## src/rtl/fft_sm_pkg.sv

```systemverilog
// Shared state encoding and default widths for the FFT state-machine blocks.
package fft_sm_pkg;
  localparam int ADDR_W = 10;
  localparam int DATA_W = 32;

  typedef enum logic [1:0] {IDLE, RUN, DRAIN, DONE} state_t;
endpackage

```

## src/rtl/fft_sm_bitrev.sv

```systemverilog
// Combinational bit reversal of the low LOG2N address bits; upper bits forced to zero.
module fft_sm_bitrev #(
  parameter int LOG2N  = 8,
  parameter int ADDR_W = 10
) (
  input  logic [ADDR_W-1:0] addr_in,
  output logic [ADDR_W-1:0] addr_out
);
  // Upper input bits are don't-care by construction.
  logic unused_hi;
  assign unused_hi = ^addr_in;

  always_comb begin
    addr_out = '0;
    for (int i = 0; i < LOG2N; i++) begin
      addr_out[i] = addr_in[LOG2N-1-i];
    end
  end
endmodule

```

## src/rtl/fft_sm_input_loader.sv

```systemverilog
// Streams one frame of N ROM samples into FFT memory: 2-stage pipe (ROM read, output reg),
// optional bit-reversed write address, saturating left shift, stalls fully on wr_ready=0.
module fft_sm_input_loader #(
  parameter int LOG2N    = 8,
  parameter int ADDR_W   = fft_sm_pkg::ADDR_W,
  parameter int DATA_W   = fft_sm_pkg::DATA_W,
  parameter int SAMPLE_W = 8
) (
  input  logic                clk,
  input  logic                rst_n,
  input  logic                start,
  input  logic                bitrev_en,
  input  logic [4:0]          scale_sh,
  output logic                busy,
  output logic                done,
  output logic                rom_en,
  output logic [ADDR_W-1:0]   rom_addr,
  input  logic [SAMPLE_W-1:0] rom_data,
  output logic                wr_valid,
  input  logic                wr_ready,
  output logic [ADDR_W-1:0]   wr_addr,
  output logic [DATA_W-1:0]   wr_re,
  output logic [DATA_W-1:0]   wr_im
);
  import fft_sm_pkg::*;

  localparam int CNT_W  = ADDR_W + 1;
  localparam int WIDE_W = DATA_W + 32;
  localparam logic [CNT_W-1:0] N_CNT    = CNT_W'(1 << LOG2N);
  localparam logic [CNT_W-1:0] LAST_CNT = CNT_W'((1 << LOG2N) - 1);

  state_t              state, state_nxt;
  logic [CNT_W-1:0]    rd_cnt;
  logic                bitrev_q;
  logic [4:0]          scale_q;
  logic                s1_valid;
  logic [ADDR_W-1:0]   s1_idx, s1_rev, s1_waddr;
  logic                advance;
  logic [WIDE_W-1:0]   sext, wide;
  logic [DATA_W:0]     top_bits;
  logic [DATA_W-1:0]   sat_val;

  assign advance  = !wr_valid || wr_ready;
  assign rom_en   = advance && (state == RUN) && (rd_cnt < N_CNT);
  assign rom_addr = rd_cnt[ADDR_W-1:0];
  assign busy     = (state == RUN) || (state == DRAIN);
  assign done     = (state == DONE);
  assign wr_im    = '0;

  fft_sm_bitrev #(.LOG2N(LOG2N), .ADDR_W(ADDR_W)) u_bitrev (
    .addr_in  (s1_idx),
    .addr_out (s1_rev)
  );

  assign s1_waddr = bitrev_q ? s1_rev : s1_idx;

  // Shift in a wide field; any disagreement among the bits above the result sign means overflow.
  always_comb begin
    sext     = {{(WIDE_W-SAMPLE_W){rom_data[SAMPLE_W-1]}}, rom_data};
    wide     = sext << scale_q;
    top_bits = wide[WIDE_W-1:DATA_W-1];
    if ((&top_bits) || !(|top_bits)) begin
      sat_val = wide[DATA_W-1:0];
    end else if (wide[WIDE_W-1]) begin
      sat_val = {1'b1, {(DATA_W-1){1'b0}}};
    end else begin
      sat_val = {1'b0, {(DATA_W-1){1'b1}}};
    end
  end

  always_comb begin
    state_nxt = state;
    case (state)
      IDLE:    if (start) state_nxt = RUN;
      RUN:     if (rom_en && (rd_cnt == LAST_CNT)) state_nxt = DRAIN;
      // Leave once s1 is empty and the output register empties at this edge.
      DRAIN:   if (!s1_valid && advance) state_nxt = DONE;
      DONE:    state_nxt = IDLE;
      default: state_nxt = IDLE;
    endcase
  end

  always_ff @(posedge clk or negedge rst_n) begin
    if (!rst_n) begin
      state    <= IDLE;
      rd_cnt   <= '0;
      bitrev_q <= 1'b0;
      scale_q  <= '0;
    end else begin
      state <= state_nxt;
      if ((state == IDLE) && start) begin
        bitrev_q <= bitrev_en;
        scale_q  <= scale_sh;
        rd_cnt   <= '0;
      end else if (rom_en) begin
        rd_cnt <= rd_cnt + CNT_W'(1);
      end
    end
  end

  always_ff @(posedge clk or negedge rst_n) begin
    if (!rst_n) begin
      s1_valid <= 1'b0;
      s1_idx   <= '0;
      wr_valid <= 1'b0;
      wr_addr  <= '0;
      wr_re    <= '0;
    end else if (advance) begin
      s1_valid <= rom_en;
      s1_idx   <= rd_cnt[ADDR_W-1:0];
      wr_valid <= s1_valid;
      if (s1_valid) begin
        wr_addr <= s1_waddr;
        wr_re   <= sat_val;
      end
    end
  end
endmodule

```

## config.mk

```make
export PLATFORM = sky130hd
export DESIGN_NAME = fft_sm_input_loader
export DESIGN_NICKNAME = d
export VERILOG_FILES = /design/src/rtl/fft_sm_pkg.sv /design/src/rtl/fft_sm_bitrev.sv /design/src/rtl/fft_sm_input_loader.sv
export SDC_FILE = /design/constraint.sdc
export NUM_CORES = 1
export LEC_CHECK = 0
export CORE_MARGIN = 3
export CORE_UTILIZATION = 35
export CTS_CLUSTER_SIZE = 12
export DETAILED_ROUTE_END_ITERATION = 6
export GPL_ROUTABILITY_DRIVEN = 0
export HOLD_SLACK_MARGIN = 0.02
export SYNTH_ARGS = -nofsm -noshare
export SYNTH_HDL_FRONTEND = slang
export SYNTH_SLANG_ARGS = --single-unit
```

## constraint.sdc

```tcl
create_clock -name clk -period 3.2 [get_ports clk]
set_clock_uncertainty 0.2 [all_clocks]
set_input_delay 0.64 -clock clk [delete_from_list [all_inputs] [get_ports clk]]
set_output_delay 0.64 -clock clk [all_outputs]
set_load 0.005 [all_outputs]
```

==> results by group <==
STA
  • Worst-margin pin slew: roughly 640 ps
  • Period minus WS final: ~2800 ps
  • Fmax: between 300 and 400 MHz
  • RSZ-0062 raised after global routing: no
  • Final setup fails: 0
  • Setup ws final: around 380 ps
  • Pins over their slew limit: 0
  • Worst rel slew slack: 0.573
  • Fin. Hold Viols: 0
  • Setup TNS Final: 0 ps
  • Period utilisation layout: 0.883

Logic synthesis
  • Synth area leaders: dfrtp_1 (42%), buf_4 (7.5%), mux2i_1 (5.6%)
  • Mapped Cells: between 400 and 500
  • #FFs+latches synth: 73
  • Post-synth ARST share: 1.00
  • Cell taking the most area after synthesis: dfrtp_1
  • Mapped Area: ~4300 um2
  • Yosys warning count: 0
  • Post-synthesis cell type count: 60
  • Synthesized area per cell: about 9.6 um2
  • Synth Flop Type: dfrtp_1
  • Post-synth EDFFs: 0
  • Post-synth top area share: 0.423
  • Post-synthesis sequential area ratio: 0.423

Layout
  • Core Util, Final: 0.464
  • Nets: 550
  • Final Cell Area: between 5000 and 6000 um2
  • Filler instances: between 1000 and 1500
  • Non-Filler Instances: ~700
  • Layout area overhead: 26.4%
  • Most frequent cells in the layout: dfrtp_1 (73), clkdlybuf4s50_1 (72), nand2_1 (58), conb_1 (32), buf_4 (32)
  • Commonest non-fill, non-tap cell in the layout: dfrtp_1
  • Layout cells sized above 1: 0.145
  • Antenna Cells: 0

Floorplan
  • IO Pins: approximately 110
  • Core Footprint: between 10000 and 15000 um2
  • Die Height: roughly 120 um
  • Initial Util: 0.367
  • DIE AREA: between 10000 and 15000 um2
  • Die Width: about 120 um
  • Std-Cell Rows: 39

Detailed routing
  • DRT Pass-1 Iters: 5
  • Vias: ~3600
  • DRC viols: 0
  • Final WL: roughly 12000 um
  • Wire per inst: between 15 and 20 um
  • Final antenna-violating net count: 0
  • DRT iter0 DRCs: 231
  • Vias per cell: ~5.2

Worst setup path
  • Reg-to-reg slack, setup: approximately 540 ps
  • WP buf/inv: 2
  • CP required: ~2400 ps
  • Crit start category: input port
  • R2r startpoint: scale_q[1]
  • Critical path type: input port to primary output
  • Family with the most delay on the worst path: buffers and inverters
  • Worst Reg-to-Reg Cells: 7
  • Worst setup EP type: primary output
  • CP dominant cell by count: clkdlybuf4s50_1
  • CP cell instances: clkdlybuf4s50_1 -> nor2b_1 -> nor4b_2 -> clkdlybuf4s50_1
  • WP data arrival: a little under 2000 ps
  • Slowest Stage Delay on Critical Path: roughly 560 ps
  • CP max FO: 2
  • CP max-delay cell: clkdlybuf4s50_1
  • Worst r2r dst: wr_re[20]

Global routing
  • First-pass GRT wire length: 18700 um
  • Largest net degree at the start of global routing: 61
  • Vias in the first global route: around 3600
  • Remaining Overflow, GRT: 0
  • Tot GR Track Use: 0.175
  • Initial antenna violation count: 0

Clocking
  • CTS Buf Count: 9
  • Post-CTS setup buffers: 0
  • Sink Count: 73
  • Clock tree buffer depth: 2
  • TritonCTS clock tree: done
  • Clock Latency Late Sink: 330 ps
  • Clock transition at path regs: roughly 60 ps
  • CTS H-tree lvls: 3
  • CTS root buffer: clkbuf_16

Placement
  • Port bufs: 73
  • Dpl cells: a little under 700
  • DP Wirelength: 8530 um
  • Dpl ws: between 90 and 100 ps
  • Placed inst area: 5180 um2

Power
  • Maximum VDD drop: ~0.00034 V
  • Pwr Density: ~660 nW/um2
  • LEAKAGE: approximately 2.4 nW

Flow run
  • Max Cap Violations: 0

Hold path
  • Hold Path Depth: 2
  • Hold Startpoint: wr_addr[6]
  • Hold Crit Endpoint: wr_addr[6]
  • Hold Path Class: flip-flop to flip-flop

Status
  • Status: complete, no violations
[state kept, by name (all words and copies together) (netlist names)]
register  flops
wr_re        32
rd_cnt       11
s1_idx       10
wr_addr      10
scale_q       5
state         2
bitrev_q      1
s1_valid      1
wr_valid      1
[per-layer routing]
| metal | wire length [um] | track usage | vias up | part of all wire |
|---|---|---|---|---|
| met3 | 775 | 0.0432 | 24 | 0.067 |
| met1 | 5150 | 0.245 | 1744 | 0.45 |
| met2 | 5310 | 0.260 | 129 | 0.46 |
| met4 | 299 | 0.0734 | 0 | 0.026 |
| li1 | - | - | 1709 | - |
| met5 | 0 | 0 | - | 0 |
[cell type report]
cell class / count / area (um2) / area share
Clock buffer: 10 / 229 / 0.0420
Clock inverter: 5 / 33.8 / 0.00619
Sequential cell: 73 / 1830 / 0.335
Timing Repair Buffer: 107 / 996 / 0.182
Inverter: 9 / 33.8 / 0.00619
Multi-Input combinational cell: 326 / 2130 / 0.391
Tap cell: 164 / 205 / 0.0376
[report_power, final]
group,switching [W],internal [W]
Clock,0.000369,0.000518
Combinational,0.000591,0.000726
Sequential,0.000230,0.00117
Total,0.00119,0.00242
[cell families (layout without fill, tap and decap cells)]
group           after synthesis  after routing  synth area share
flops                        73             73             0.423
simple gates                123            123             0.131
other cells                   1             32          0.000868
compound gates              117            117             0.197
mux                          43             43             0.110
xor+xnor                      5              5            0.0101
buf+inv                      82            131             0.110
fa+ha+maj                     6              6            0.0174
[what timing repair did]
item | 4_1_cts | 5_1_grt
hold buffers | 1 | 0
endpoints found under the hold margin | 13 | 0
gates resized for setup | 0 | 0
[worst max-delay path by stage]
stage	start	end	slack [ps]	cells past startpoint
2_1_floorplan	rom_data[0]	wr_re[20]	570	6
3_3_place_gp	rom_data[0]	wr_re[20]	110	7
3_5_place_dp	rom_data[1]	wr_re[20]	100	7
4_1_cts	wr_ready	rom_en	350	4
5_1_grt	state[1]	rom_en	260	5
6_report	wr_ready	rom_en	380	4
[tightest hold or removal path: stages, from the launching register on]
cell	delay, ps
dfrtp_1	340
nand2_1	50
o21ai_0	60
[metrics by stage]
stage | hold WS [ps] | power, W
2_1_floorplan | 144 | 0.00211
3_3_place_gp | 262 | 0.00271
3_5_place_dp | 271 | 0.00274
4_1_cts | 283 | 0.00365
5_1_grt | 318 | 0.00385
6_report | 281 | 0.00361
[cell usage after synthesis (all sizes together), types with 8 or more instances]
library cell / count
dfrtp: 73
nand2: 58
buf: 51
nor2: 29
o21ai: 29
mux2i: 24
clkbuf: 22
a21oi: 21
mux2: 17
a221o: 11
inv: 8
No activity file was read; power rests on OpenSTA's default activity.
